$ cat src/rtl/mem_copy_master.sv
// Word-copy initiator: reads LEN words from SRC and writes each one to DST over
// start/ready memory ports, with an optional per-access watchdog.
module mem_copy_master #(
    parameter int unsigned ADDRESS_WIDTH = 8,
    parameter int unsigned LEN_WIDTH     = 8,
    parameter int unsigned TIMEOUT       = 15
) (
    input  logic                     clk,
    input  logic                     reset,
    input  logic                     cmd_valid,
    output logic                     cmd_ready,
    input  logic [ADDRESS_WIDTH-1:0] cmd_src,
    input  logic [ADDRESS_WIDTH-1:0] cmd_dst,
    input  logic [LEN_WIDTH-1:0]     cmd_len,
    output logic                     busy,
    output logic                     done,
    output logic                     error,
    output logic [LEN_WIDTH-1:0]     words_done,
    output logic                     rd_start,
    output logic [ADDRESS_WIDTH-1:0] rd_address,
    input  logic                     rd_ready,
    input  logic [31:0]              rd_data,
    output logic                     wr_start,
    output logic [ADDRESS_WIDTH-1:0] wr_address,
    output logic [31:0]              wr_data,
    input  logic                     wr_ready
);

    // Wide enough to hold TIMEOUT; saturates so a disabled watchdog never wraps.
    localparam int unsigned WdW = $clog2(TIMEOUT + 2);

    typedef enum logic [2:0] {
        StIdle,
        StRdReq,
        StRdWait,
        StWrReq,
        StWrWait,
        StFinish
    } state_e;

    state_e                   state_q, state_d;
    logic [ADDRESS_WIDTH-1:0] src_q, src_d;
    logic [ADDRESS_WIDTH-1:0] dst_q, dst_d;
    logic [LEN_WIDTH-1:0]     rem_q, rem_d;
    logic [LEN_WIDTH-1:0]     words_q, words_d;
    logic                     error_q, error_d;
    logic [31:0]              wdata_q, wdata_d;
    logic [WdW-1:0]           wd_q, wd_d;
    logic                     wd_expire;
    logic [WdW-1:0]           wd_inc;

    assign wd_expire = (TIMEOUT != 0) && (wd_q == WdW'(TIMEOUT - 1));
    assign wd_inc    = (wd_q == '1) ? wd_q : wd_q + WdW'(1);

    // State and datapath registers with synchronous reset.
    always_ff @(posedge clk) begin
        if (reset) begin
            state_q <= StIdle;
            src_q   <= '0;
            dst_q   <= '0;
            rem_q   <= '0;
            words_q <= '0;
            error_q <= 1'b0;
            wdata_q <= '0;
            wd_q    <= '0;
        end else begin
            state_q <= state_d;
            src_q   <= src_d;
            dst_q   <= dst_d;
            rem_q   <= rem_d;
            words_q <= words_d;
            error_q <= error_d;
            wdata_q <= wdata_d;
            wd_q    <= wd_d;
        end
    end

    // Next-state logic; wd_q == 0 marks the first WAIT cycle, whose ready is stale.
    always_comb begin
        state_d = state_q;
        src_d   = src_q;
        dst_d   = dst_q;
        rem_d   = rem_q;
        words_d = words_q;
        error_d = error_q;
        wdata_d = wdata_q;
        wd_d    = wd_q;
        unique case (state_q)
            StIdle: begin
                if (cmd_valid) begin
                    src_d   = cmd_src;
                    dst_d   = cmd_dst;
                    rem_d   = cmd_len;
                    words_d = '0;
                    error_d = 1'b0;
                    state_d = (cmd_len == '0) ? StFinish : StRdReq;
                end
            end
            StRdReq: begin
                wd_d = '0;
                if (rd_ready) state_d = StRdWait;
            end
            StRdWait: begin
                wd_d = wd_inc;
                if (wd_q != '0 && rd_ready) begin
                    wdata_d = rd_data;
                    state_d = StWrReq;
                end else if (wd_expire) begin
                    error_d = 1'b1;
                    state_d = StFinish;
                end
            end
            StWrReq: begin
                wd_d = '0;
                if (wr_ready) state_d = StWrWait;
            end
            StWrWait: begin
                wd_d = wd_inc;
                if (wd_q != '0 && wr_ready) begin
                    words_d = words_q + LEN_WIDTH'(1);
                    src_d   = src_q + ADDRESS_WIDTH'(4);
                    dst_d   = dst_q + ADDRESS_WIDTH'(4);
                    rem_d   = rem_q - LEN_WIDTH'(1);
                    state_d = (rem_q == LEN_WIDTH'(1)) ? StFinish : StRdReq;
                end else if (wd_expire) begin
                    error_d = 1'b1;
                    state_d = StFinish;
                end
            end
            StFinish: state_d = StIdle;
            default:  state_d = StIdle;
        endcase
    end

    // Outputs; start pulses are suppressed while reset is asserted.
    always_comb begin
        cmd_ready  = (state_q == StIdle);
        busy       = (state_q != StIdle);
        done       = (state_q == StFinish);
        error      = error_q;
        words_done = words_q;
        rd_start   = !reset && (state_q == StRdReq) && rd_ready;
        wr_start   = !reset && (state_q == StWrReq) && wr_ready;
        rd_address = src_q;
        wr_address = dst_q;
        wr_data    = wdata_q;
    end

endmodule
$ cat config.mk
export PLATFORM = sky130hd
export DESIGN_NAME = mem_copy_master
export DESIGN_NICKNAME = d
export VERILOG_FILES = /design/src/rtl/mem_copy_master.sv
export SDC_FILE = /design/constraint.sdc
export NUM_CORES = 1
export LEC_CHECK = 0
export BUFFER_PORTS_ARGS = -buffer_cell sky130_fd_sc_hd__buf_2
export CORE_AREA = 2 2 95 97
export DETAILED_ROUTE_END_ITERATION = 8
export DIE_AREA = 0 0 97 99
export PLACE_DENSITY = 0.69
export SYNTH_ARGS = -nofsm -noshare
export SYNTH_HDL_FRONTEND = slang
export SYNTH_SLANG_ARGS = --single-unit
$ cat constraint.sdc
create_clock -name clk -period 5.7 [get_ports clk]
set_input_delay 0.285 -clock clk [delete_from_list [all_inputs] [get_ports clk]]
set_output_delay 0.285 -clock clk [all_outputs]
set_load 0.1 [all_outputs]
Word level (Yosys, flattened, before mapping)
Cells that the tools add are included.
{"block": "word_totals", "regBits": 73, "inputBits": 61, "out_inout_bits": 62}
{"block": "op_classes", "addsub": 5, "n_eq_ne": 15, "mux": 28, "n_reduce_logical": 21}
{"operator": "8-bit 2-to-1 mux", "count": 8}
{"operator": "8-bit one-hot mux with 2 select lines", "count": 4}
{"operator": "3-bit 2-to-1 mux", "count": 8}
{"operator": "8-bit by 3-bit adder with 8-bit output (second input constant)", "count": 2}
{"operator": "3-bit one-hot mux with 5 select lines", "count": 1}
{"operator": "2-bit != test (second input constant)", "count": 7}
{"operator": "5-bit one-hot mux with 2 select lines", "count": 1}
{"operator": "8-bit by 1-bit adder with 8-bit output (second input constant)", "count": 1}
{"operator": "8-bit by 1-bit equality test with 1-bit output (second input constant)", "count": 1}
{"operator": "8-bit zero test", "count": 1}
{"operator": "8-bit by 1-bit subtractor with 8-bit output (second input constant)", "count": 1}
{"operator": "3-bit by 2-bit equality test with 1-bit output (second input constant)", "count": 2}
{"operator": "3-bit equality test (second input constant)", "count": 2}
{"operator": "1-bit logical AND", "count": 6}
{"operator": "3-bit AND reduction", "count": 2}
{"operator": "3-bit nonzero test", "count": 2}
{"operator": "5-bit by 1-bit adder with 5-bit output (second input constant)", "count": 1}
{"operator": "5-bit by 4-bit equality test with 1-bit output (second input constant)", "count": 1}
{"operator": "5-bit equality test (second input constant)", "count": 1}
{"operator": "5-bit 2-to-1 mux", "count": 1}
{"operator": "5-bit nonzero test", "count": 1}
{"operator": "1-bit 2-to-1 mux", "count": 4}
{"operator": "2-bit AND reduction", "count": 2}
{"operator": "4-bit AND reduction", "count": 1}
{"operator": "6 further kinds", "count": 8}

Longest topological paths before layout
{"block": "logic_depth", "word_depth": 4, "mapped_depth": 9, "depth_no_buf": 7}

Worst setup path after synthesis
No wires, ideal clock.
{"block": "synth_path", "path_type": "register -> output", "startpoint": "register state_q[1]", "endpoint": "output busy", "arrival_time_ns": 4.047, "required_time_ns": 5.415, "setup_slack_ns": 1.368, "stages_incl_launch_ff": 5, "cell_sequence": "dfxtp_1 > buf_2 > buf_1 > nor3_1 > inv_1"}
{"block": "synth_via", "elab_chain_cells": 1}
{"item": "start: declaration", "line": "41", "text": "state_e state_q, state_d;"}
{"item": "start signal: assignment", "line": "58", "text": "state_q <= StIdle;"}
{"item": "start signal: assignment", "line": "67", "text": "state_q <= state_d;"}
{"item": "3-bit nonzero test", "line": "138", "text": "busy = (state_q != StIdle);"}
{"item": "end: declaration", "line": "15", "text": "output logic busy,"}
Every way passes these cells.

Final worst setup path
{"block": "layout_path", "startpoint": "register state_q[2]", "endpoint": "register src_q[6] (netlist: rd_address[6])"}
{"block": "layout_via", "elab_chain_cells": 3, "word_cells_on_any_way": 7}
{"item": "3-bit equality test / 3-bit zero test (equally long branches)", "line": "88", "text": "unique case (state_q)"}
{"item": "2-bit != test (no source line) / 2-bit nonzero test (equally long branches)"}
{"item": "3-bit AND reduction (no source line)"}
{"item": "end signal: assignment", "line": "68", "text": "src_q <= src_d;"}
{"item": "end: declaration", "line": "42", "text": "logic [ADDRESS_WIDTH-1:0] src_q, src_d;"}
Several ways; a longest one is shown, not always the timed one.
A chain may end at the register's enable or synchronous reset.

==> impl_metrics.ini <==
[final_layout]
synthToLayoutAreaGrowth_pct = 20.9
fill_cells = 877
regArea_mm2 = 0.00146
layout-drive-gt1-share_pct = 28.0
multi_input_area_mm2 = 0.00193
finalInstanceArea_mm2 = 0.00437
diodes = 0
nNetsFinal = 619
layout_commonest_cell = buf_2
final_cell_mix = buf_2 (122), nand2_1 (90), dfxtp_1 (73), a21oi_1 (63), nor2_1 (22)

[route]
vias_per_cell = 5.31
wl_per_cell_um = 13.6
initialDrtViolationCount = 138
drc = 0
antenna_left = 0
vias = 3511
postRouteWirelength_um = 9000
dr.pass1.iters = 4

[yosys]
synth-edff-count = 0
yosys_warnings = 0
synth_nets = 517
yosys_most_used_dff = dfxtp_1
ys_ff_latch = 73
synth_cells = 447
synth_area_leaders = dfxtp_1 (40%), nand2_1 (9.3%), a21oi_1 (8.7%)
synth.top_cell.area_share_pct = 40.4
syn_area_per_cell_um2 = 8.09
synth.distinct_cells = 58
seq_area_frac_synth_pct = 40.4
yosysTopAreaCell = dfxtp_1
async_reset_ff_share_pct = 0
syn_area_mm2 = 0.00362

[floorplanning]
io_pins = 123
rows = 34
initial_core_util_pct = 42.3
dieArea_mm2 = 0.00960
die_w_um = 97
core_area_mm2 = 0.00855
die_h_um = 99

[critical_path]
worst_ep_arrival_time_ns = 2.99
cp_cell_sequence = nor3b_2, a31o_1, nor2_1, a2111oi_2
cp.required_ns = 5.95
worst_setup_path_end_kind = flip-flop
path_class = reg2reg
r2r_cells = 4
slowest_stage = nor3b_2
critPathLaunchType = flip-flop
crit_fanout = 18
r2r_slack_ns = 2.96
max_stage_delay_ns = 0.91

[timing]
clock_skew_ns = 0.00980
post-route-period-util_pct = 48.1
slew_violations = 0
relSlewSlack_pct = 14.6
hold_violations = 0
period_minus_slack_ns = 2.74
finalSetupViolCount = 0
tns_ns = 0
tightest_slew_ns = 1.28
maxClockFrequency_mhz = 365
rsz0062_at_grt = false

[placed_design]
post_dp_cell_area_mm2 = 0.00419
hpwlAfterDp_um = 6220
portBuffers = 122
gp_congestion = 0.840

[global_routing]
grt_pass1_wl_um = 15200
grt_usage_pct = 18.8
grt_max_degree = 70
grt-ovfl-total = 0
grt_pass1_vias = 3297
antenna_found_initial = 0

[status]
outcome = complete, no violations

[clock_network]
clkSinkCount = 73
max-clock-path-buffers = 2
cts.hold.buffers_added = 0
clk-insertion-delay-late_ns = 0.34
h-tree-depth = 3
clk_pin_slew_worst_paths_ns = 0.08
numCtsBuffers = 9
post-cts-setup-buffers = 0
cts_resized = 0
cts_tree = done
cts_root_buf = clkbuf_8

[run]
maxCapViolations = 0

[power]
p_leak_nw = 1.81
ir_worst_vdd_uv = 144
powerDensity_mw_per_mm2 = 277

[min_path]
hp-class = in2reg
hold_depth = 3
## power by group
| group | internal [W] | total, W | switching (W) |
|---|---|---|---|
| Combinational | 0.0000706 | 0.000270 | 0.000199 |
| Sequential | 0.000529 | 0.000556 | 0.0000268 |
| Clock | 0.000197 | 0.000387 | 0.000190 |
| Total | 0.000797 | 0.00121 | 0.000416 |
## cell type report
class	instances	area share [%]
tap	108	3.09
multi-input combinational	331	44.1
sequential	73	33.4
inverter	10	0.859
timing repair buffer	124	14.3
clock inverter	6	1.37
clock buffer	9	2.83
## layer usage
metal / vias up / share of wire, % / GRT usage [%]
li1: 1775 / - / -
met1: 1617 / 45 / 24.1
met2: 112 / 47 / 30.9
met3: 7 / 7.3 / 5.46
met4: 0 / 1.0 / 5.74
met5: - / 0 / 0
## flip-flops by register name (all words and copies together) (netlist names)
register,flops
wr_address,8
wd_q,5
error,1
words_done,8
state_q,3
rd_address,8
wr_data,32
rem_q,8
## final timing paths
path | from | endpoint
worst max-delay path | state_q[2]$_SDFFE_PP0P_ | rd_address[6]$_SDFFE_PP0P_
worst min-delay path | rd_data[25] | wr_data[25]$_SDFFE_PP0P_
worst max register to register | state_q[2]$_SDFFE_PP0P_ | rd_address[6]$_SDFFE_PP0P_
worst min register to register | wr_data[21]$_SDFFE_PP0P_ | wr_data[21]$_SDFFE_PP0P_
## Yosys cell counts, types with 2 or more instances
cell / number
nand2_1: 90
dfxtp_1: 73
a21oi_1: 63
nor2_1: 22
nand3_1: 18
o21ai_0: 18
clkbuf_1: 16
buf_2: 10
inv_1: 10
nor3_1: 10
and2_1: 9
ha_1: 9
mux2i_1: 7
nand2b_1: 6
o211ai_1: 6
buf_6: 5
or3_1: 5
a31oi_1: 4
a32oi_1: 4
nor3b_1: 4
a311oi_1: 3
and3_1: 3
nand4b_1: 3
nor2b_1: 3
nor4_1: 3
o21ai_2: 3
a211oi_1: 2
a311oi_2: 2
nand4_1: 2
nor4b_4: 2
o31a_1: 2
o32ai_1: 2
or2_2: 2
or4_1: 2
## metrics by stage
step | utilization, % | instances | power, W | worst slack [ns] | hold WS, ns
after floorplan | - | 447 | 0.000785 | 1.37 | 0.421
after global placement | 49.0 | 646 | 0.000832 | 3.06 | 0.440
after detailed placement | 49.0 | 646 | 0.000836 | 2.97 | 0.447
after CTS | 51.1 | 661 | 0.00122 | 2.97 | 0.161
after global routing | 51.1 | 661 | 0.00127 | 2.61 | 0.162
final | 51.1 | 661 | 0.00121 | 2.96 | 0.176
## worst max-delay path, delay by kind of cell, from the launching register on
kind	cells	cell delay [ns]
AOI/OAI and AO/OA	2	0.95
and+or+nand+nor	2	1.03
DFF	1	0.66
## logic make-up after synthesis
kind of cell	synth area share, %
adders and majority gates	3.11
DFF	40.4
xor gates and xnor gates	0.485
AOI/OAI and AO/OA	21.9
muxes	1.94
and+or+nand+nor	25.9
buffers and inverters	6.30
Note: power is estimated with default switching activity, not from simulation.
